`src/rtl/i2c_master_burst.sv`:
```
// rtl/i2c_master_burst.sv - I2C burst master: START, address, N write/read bytes, STOP
// Purpose: runs one I2C transaction per accepted command; SCL bits are built from
//   four quarter-period ticks (Q0/Q1 sclk low, Q2/Q3 sclk high).
// Ports:
//   clk, rst                  - clock, synchronous active-high reset
//   cmd_valid/cmd_ready       - command handshake (ready only in IDLE)
//   cmd_addr, cmd_rw, cmd_len - 7-bit slave address, 1=read, byte count (0 = probe)
//   wr_data/wr_valid/wr_ready - write byte source, wr_ready pulses on consume
//   rd_data/rd_valid          - received byte, rd_valid pulses per byte
//   busy, done, nack, state   - status and debug state encoding
//   sclk, sda_out, sda_in     - bus clock, driven data (1 = release), sampled data
module i2c_master_burst #(
  parameter int CLK_DIV = 4,
  parameter int LEN_W   = 4
) (
  input  logic             clk,
  input  logic             rst,
  input  logic             cmd_valid,
  output logic             cmd_ready,
  input  logic [6:0]       cmd_addr,
  input  logic             cmd_rw,
  input  logic [LEN_W-1:0] cmd_len,
  input  logic [7:0]       wr_data,
  input  logic             wr_valid,
  output logic             wr_ready,
  output logic [7:0]       rd_data,
  output logic             rd_valid,
  output logic             busy,
  output logic             done,
  output logic             nack,
  output logic [3:0]       state,
  output logic             sclk,
  output logic             sda_out,
  input  logic             sda_in
);

  typedef enum logic [3:0] {
    S_IDLE = 4'd0, S_START = 4'd1, S_ADDR = 4'd2, S_ADDR_ACK = 4'd3, S_WRITE = 4'd4,
    S_WRITE_ACK = 4'd5, S_READ = 4'd6, S_READ_ACK = 4'd7, S_STOP = 4'd8
  } state_t;

  localparam logic [7:0] DIV_MAX = 8'(CLK_DIV - 1);

  state_t           state_q, state_d;
  logic [7:0]       div_q, div_d;
  logic [1:0]       qtr_q, qtr_d;
  logic [2:0]       bit_q, bit_d;
  logic [LEN_W-1:0] cnt_q, cnt_d;
  logic [7:0]       sh_q, sh_d;
  logic             rw_q, rw_d;
  logic             ack_q, ack_d;
  logic             loaded_q, loaded_d;
  logic             nack_q, nack_d;
  logic [7:0]       rd_data_q, rd_data_d;
  logic             rd_valid_q, rd_valid_d;
  logic             done_q, done_d;
  logic             hold, freeze, tick, bit_end;

  // A WRITE byte cannot start until its data byte has been taken; while waiting
  // the quarter/tick counters stand still with sclk low.
  assign hold    = (state_q == S_WRITE) && (bit_q == 3'd0) && (qtr_q == 2'd0) && !loaded_q;
  assign freeze  = hold && !wr_valid;
  assign tick    = (state_q != S_IDLE) && !freeze && (div_q == DIV_MAX);
  assign bit_end = tick && (qtr_q == 2'd3);

  assign cmd_ready = (state_q == S_IDLE);
  assign busy      = (state_q != S_IDLE);
  assign wr_ready  = hold && wr_valid;
  assign rd_data   = rd_data_q;
  assign rd_valid  = rd_valid_q;
  assign done      = done_q;
  assign nack      = nack_q;
  assign state     = state_q;

  always_ff @(posedge clk) begin
    if (rst) begin
      state_q    <= S_IDLE;
      div_q      <= '0;
      qtr_q      <= '0;
      bit_q      <= '0;
      cnt_q      <= '0;
      sh_q       <= '0;
      rw_q       <= 1'b0;
      ack_q      <= 1'b0;
      loaded_q   <= 1'b0;
      nack_q     <= 1'b0;
      rd_data_q  <= '0;
      rd_valid_q <= 1'b0;
      done_q     <= 1'b0;
    end else begin
      state_q    <= state_d;
      div_q      <= div_d;
      qtr_q      <= qtr_d;
      bit_q      <= bit_d;
      cnt_q      <= cnt_d;
      sh_q       <= sh_d;
      rw_q       <= rw_d;
      ack_q      <= ack_d;
      loaded_q   <= loaded_d;
      nack_q     <= nack_d;
      rd_data_q  <= rd_data_d;
      rd_valid_q <= rd_valid_d;
      done_q     <= done_d;
    end
  end

  always_comb begin
    state_d    = state_q;
    div_d      = div_q;
    qtr_d      = qtr_q;
    bit_d      = bit_q;
    cnt_d      = cnt_q;
    sh_d       = sh_q;
    rw_d       = rw_q;
    ack_d      = ack_q;
    loaded_d   = loaded_q;
    nack_d     = nack_q;
    rd_data_d  = rd_data_q;
    rd_valid_d = 1'b0;
    done_d     = 1'b0;

    if (state_q == S_IDLE) begin
      div_d = '0;
      qtr_d = '0;
    end else if (!freeze) begin
      if (tick) begin
        div_d = '0;
        qtr_d = qtr_q + 2'd1;
      end else begin
        div_d = div_q + 8'd1;
      end
    end

    if (hold && wr_valid) begin
      sh_d     = wr_data;
      loaded_d = 1'b1;
    end

    // Bus data is sampled at the end of Q2, the first high quarter.
    if (tick && (qtr_q == 2'd2)) begin
      ack_d = sda_in;
      if (state_q == S_READ) sh_d = {sh_q[6:0], sda_in};
    end

    case (state_q)
      S_IDLE: begin
        if (cmd_valid) begin
          state_d = S_START;
          sh_d    = {cmd_addr, cmd_rw};
          rw_d    = cmd_rw;
          cnt_d   = cmd_len;
          bit_d   = '0;
          nack_d  = 1'b0;
        end
      end
      S_START: if (bit_end) state_d = S_ADDR;
      S_ADDR, S_WRITE: begin
        if (bit_end) begin
          sh_d = {sh_q[6:0], 1'b0};
          if (bit_q == 3'd7) begin
            bit_d    = '0;
            loaded_d = 1'b0;
            state_d  = (state_q == S_ADDR) ? S_ADDR_ACK : S_WRITE_ACK;
          end else begin
            bit_d = bit_q + 3'd1;
          end
        end
      end
      S_ADDR_ACK: begin
        if (bit_end) begin
          if (ack_q) begin
            nack_d  = 1'b1;
            state_d = S_STOP;
          end else if (cnt_q == '0) begin
            state_d = S_STOP;
          end else begin
            state_d = rw_q ? S_READ : S_WRITE;
          end
        end
      end
      S_WRITE_ACK: begin
        if (bit_end) begin
          if (ack_q) begin
            nack_d  = 1'b1;
            state_d = S_STOP;
          end else begin
            cnt_d   = cnt_q - LEN_W'(1);
            state_d = (cnt_q == LEN_W'(1)) ? S_STOP : S_WRITE;
          end
        end
      end
      S_READ: begin
        if (bit_end) begin
          if (bit_q == 3'd7) begin
            bit_d      = '0;
            rd_data_d  = sh_q;
            rd_valid_d = 1'b1;
            state_d    = S_READ_ACK;
          end else begin
            bit_d = bit_q + 3'd1;
          end
        end
      end
      S_READ_ACK: begin
        if (bit_end) begin
          cnt_d   = cnt_q - LEN_W'(1);
          state_d = (cnt_q == LEN_W'(1)) ? S_STOP : S_READ;
        end
      end
      S_STOP: begin
        if (bit_end) begin
          done_d  = 1'b1;
          state_d = S_IDLE;
        end
      end
      default: state_d = S_IDLE;
    endcase
  end

  // Bus pins are decoded from registered state, so data only moves when the
  // bit index changes, which happens on entry to Q0.
  always_comb begin
    sclk    = 1'b1;
    sda_out = 1'b1;
    case (state_q)
      S_IDLE: begin
        sclk    = 1'b1;
        sda_out = 1'b1;
      end
      S_START: begin
        sclk    = ~qtr_q[1];
        sda_out = 1'b0;
      end
      S_ADDR: begin
        sclk    = qtr_q[1];
        sda_out = sh_q[7];
      end
      S_WRITE: begin
        sclk    = qtr_q[1];
        sda_out = loaded_q ? sh_q[7] : 1'b1;
      end
      S_READ_ACK: begin
        sclk    = qtr_q[1];
        sda_out = (cnt_q == LEN_W'(1));
      end
      S_STOP: begin
        sclk    = (qtr_q != 2'd0);
        sda_out = qtr_q[1];
      end
      default: begin
        sclk    = qtr_q[1];
        sda_out = 1'b1;
      end
    endcase
  end

endmodule

```
`config.mk`:
```
export PLATFORM = sky130hd
export DESIGN_NAME = i2c_master_burst
export DESIGN_NICKNAME = d
export VERILOG_FILES = /design/src/rtl/i2c_master_burst.sv
export SDC_FILE = /design/constraint.sdc
export NUM_CORES = 1
export LEC_CHECK = 0
export ABC_AREA = 1
export CORE_ASPECT_RATIO = 1.75
export CORE_UTILIZATION = 51
export CTS_CLUSTER_SIZE = 28
export DETAILED_ROUTE_END_ITERATION = 8
export HOLD_SLACK_MARGIN = 0.1
export PLACE_DENSITY = 0.87
export SLEW_MARGIN = 20
export SYNTH_ARGS = -nofsm -noshare
export SYNTH_HDL_FRONTEND = slang
export SYNTH_SLANG_ARGS = --single-unit
```
`constraint.sdc`:
```
create_clock -name clk -period 2.2 [get_ports clk]
set_input_delay 0.44 -clock clk [delete_from_list [all_inputs] [get_ports clk]]
set_output_delay 0.44 -clock clk [all_outputs]
set_load 0.01 [all_outputs]
```
==> metrics.csv <==
metric,value,unit
status,finished clean,
post-route clock period utilization,94.7,%
Worst Max-Slew Pin Slew,0.472,ns
Hold Crit Endpoint,nack,
"Power, Total",3.40,mW
TritonRoute pass-1 iters,4,
post-synthesis cell type count,32,
drt first-iter violations,124,
Seq pwr share,30.5,%
sequential area share after synthesis,32.7,%
die area,5470,um2
GR Overflow Total,0,
"critical path fanouts, max",3,
hold depth,2,
Synth area leaders,"dfxtp_1 33%, nand2_1 15%, inv_1 6.1%",
antenna violations before repair,0,
synthesized area,2640,um2
leading area contributor after synthesis,dfxtp_1,
H-tree depth,2,
Final Hold Violating Endpoints,0,
critical register-to-register path startpoint,qtr_q[0],
Root Buffer Master,clkbuf_8,
chip height,97.1,um
achievable frequency,0.480,GHz
R2R Setup Slk,0.23,ns
Setup WS pre-CTS,0.0228,ns
reg-to-reg endpoint,sh_q[6],
Post-Place Cells,490,
Initial Util,52.9,%
total CTS buffers,5,
antenna fix cells,0,
Cell Rows,34,
Pwr per Cell Area,1020,nW/um2
logic gate share of total power,51.2,%
postcts setup bufs,0,
Max Slew Vio Count,0,
Fillers,413,
Synth top cells by count,"102 x nand2_1, 43 x dfxtp_1, 43 x inv_1, 43 x nor2_1, 32 x a21oi_1",
Worst Path Arrival,1.64,ns
Startpoint Class,flip-flop,
core area,4980,um2
hold_sp,nack,
Port Buf Inserts,44,
final setup fails,0,
skew final,0.00663,ns
post-synthesis register bit count,43,
die width,56.3,um
R2R cell count,13,
Peak supply drop,1.06,mV
worst min-delay path class,flip-flop to flip-flop,
CTS tree,built,
Crit. End Element,output port,
Setup TNS,0,ns
final worst slack,0.116,ns
dpl cell area,3210,um2
DRT antenna net count,0,
routed len/inst,13.2,um
max-cap check violation count,0,
"CTS clk-pin slew, worst paths",0.08,ns
fin crit period,2.08,ns
normalized max-slew margin,68.5,%
P_sw,1.44,mW
Mapped Avg Cell Area,6.86,um2
crit path kind,flip-flop to output port,
layout cells sized above 1,14.4,%
prevailing post-synth register cell,dfxtp_1,
Finished Layout Cells,498,
hpwl dp,5120,um
routed via count,2682,
"count leader, synth",nand2_1,
"Core Util, Final",67.1,%
CP required,1.76,ns
Clk pwr share,18.2,%
leakage power,1.49,nW
synth warn,0,
Hold WS,0.487,ns
Post-synth ARST share,0,%
worst-case clock buffer depth,2,
vias per cell,5.39,
# IOs,45,
number of synthesized flops with an enable pin,0,
hold_buf cts,0,
Clock Latency Late Sink,0.30,ns
fin nets,477,
vias in the first global route,2624,
area share of the leading cell type in the synthesized netlist,32.7,%
post-route cell area,3340,um2
switching share of power,42.4,%
area growth from synthesis to final layout,26.7,%
RSZ-0062 raised after global routing,false,
Final Wtd Congestion,0.927,
total clock sinks,43,
first-pass GRT wire length,11200,um
drc violations,0,
final wirelength,6570,um
largest net degree at the start of global routing,18,
P_int,1.96,mW
Syn Inst Count,384,
Total Routing Usage GR,25.6,%
Post-Syn Nets,418,
==> registers in the layout, indices dropped and copies added, names as in the netlist <==
signal	cells
div_q	8
rd_data	8
sh_q	8
cnt_q	4
state	4
bit_q	3
qtr_q	2
ack_q	1
done	1
loaded_q	1
nack	1
rd_valid	1
rw_q	1
==> routing by layer <==
metal | share of wire [%] | wire length (um) | track usage, % | up-vias
met1 | 37 | 2410 | 27.8 | 1204
met5 | 0 | 0 | 0 | -
met4 | 5.5 | 364 | 17.3 | 0
li1 | - | - | - | 1355
met2 | 53 | 3460 | 44.2 | 89
met3 | 5.1 | 334 | 4.53 | 34
==> worst max-delay path by stage <==
stage | from | endpoint | slack [ns] | cells after the start
final | qtr_q[0] | wr_ready | 0.12 | 7
after global routing | qtr_q[0] | wr_ready | 0.002 | 7
after CTS | state[3] | sda_out | 0.003 | 6
after detailed placement | wr_valid | wr_ready | 0.02 | 4
after global placement | wr_valid | wr_ready | 0.01 | 4
after floorplan | state[0] | sda_out | 0.47 | 6
==> power by group through the flow <==
| stage | registers [mW] | clock network (mW) | logic [mW] |
|---|---|---|---|
| 6_report | 1.04 | 0.620 | 1.74 |
| 5_1_grt | 1.05 | 0.656 | 1.93 |
| 4_1_cts | 1.03 | 0.620 | 1.74 |
| 3_5_place_dp | 1.04 | 0 | 1.73 |
| 3_3_place_gp | 1.04 | 0 | 1.69 |
| 2_1_floorplan | 1.03 | 0 | 1.18 |
==> cell usage in the layout (no fill, tap or decap), types with 2 or more instances in the layout <==
master / n
a21boi_0: 7
a21oi_1: 32
a21oi_4: 2
buf_4: 14
clkbuf_8: 5
clkdlybuf4s50_1: 41
dfxtp_1: 39
dfxtp_2: 3
dlygate4sd2_1: 2
ha_1: 9
inv_1: 43
inv_2: 4
nand2_1: 102
nand2_2: 5
nand2_4: 6
nand3_1: 21
nand3_2: 2
nand3_4: 3
nor2_1: 43
nor2_2: 5
nor2_4: 4
nor2_8: 2
nor3_1: 10
o211ai_1: 2
o21ai_0: 22
o221ai_1: 2
==> kinds of logic (layout without fill, tap and decap cells) <==
family                   Yosys count  count (layout)  synth area share (%)
AND/OR/NAND/NOR                  208             208                  38.5
AO/OA/AOI/OAI                     70              70                  15.9
buffers and inverters             53             113                  8.31
flip-flops                        43              43                  32.7
adder cells (fa/ha/maj)            9               9                  4.27
XOR/XNOR                           1               1                 0.332
==> cell type report <==
type / count / area, um2 / area share, %
Clock buffer: 5 / 68.8 / 2.06
Clock inverter: 3 / 43.8 / 1.31
Inverter: 47 / 176 / 5.28
Multi-Input combinational cell: 288 / 1580 / 47.2
Sequential cell: 43 / 868 / 26.0
Tap cell: 54 / 67.6 / 2.02
Timing Repair Buffer: 58 / 538 / 16.1
==> timing repair <==
| action | 4_1_cts | 5_1_grt |
|---|---|---|
| gates resized for setup | 9 | 5 |
| cloned | 0 | 0 |
| setup endpoints to repair | 3 | 1 |
==> worst max-delay path, stage by stage (launching register included) <==
cell and delay (ns):
dfxtp_1 0.33, inv_1 0.10, ha_1 0.19, nand2_1 0.06
nor2_1 0.13, nand2_1 0.08, nor2_2 0.16, dlygate4sd2_1 0.30
Power figures use the tool's default switching activity.
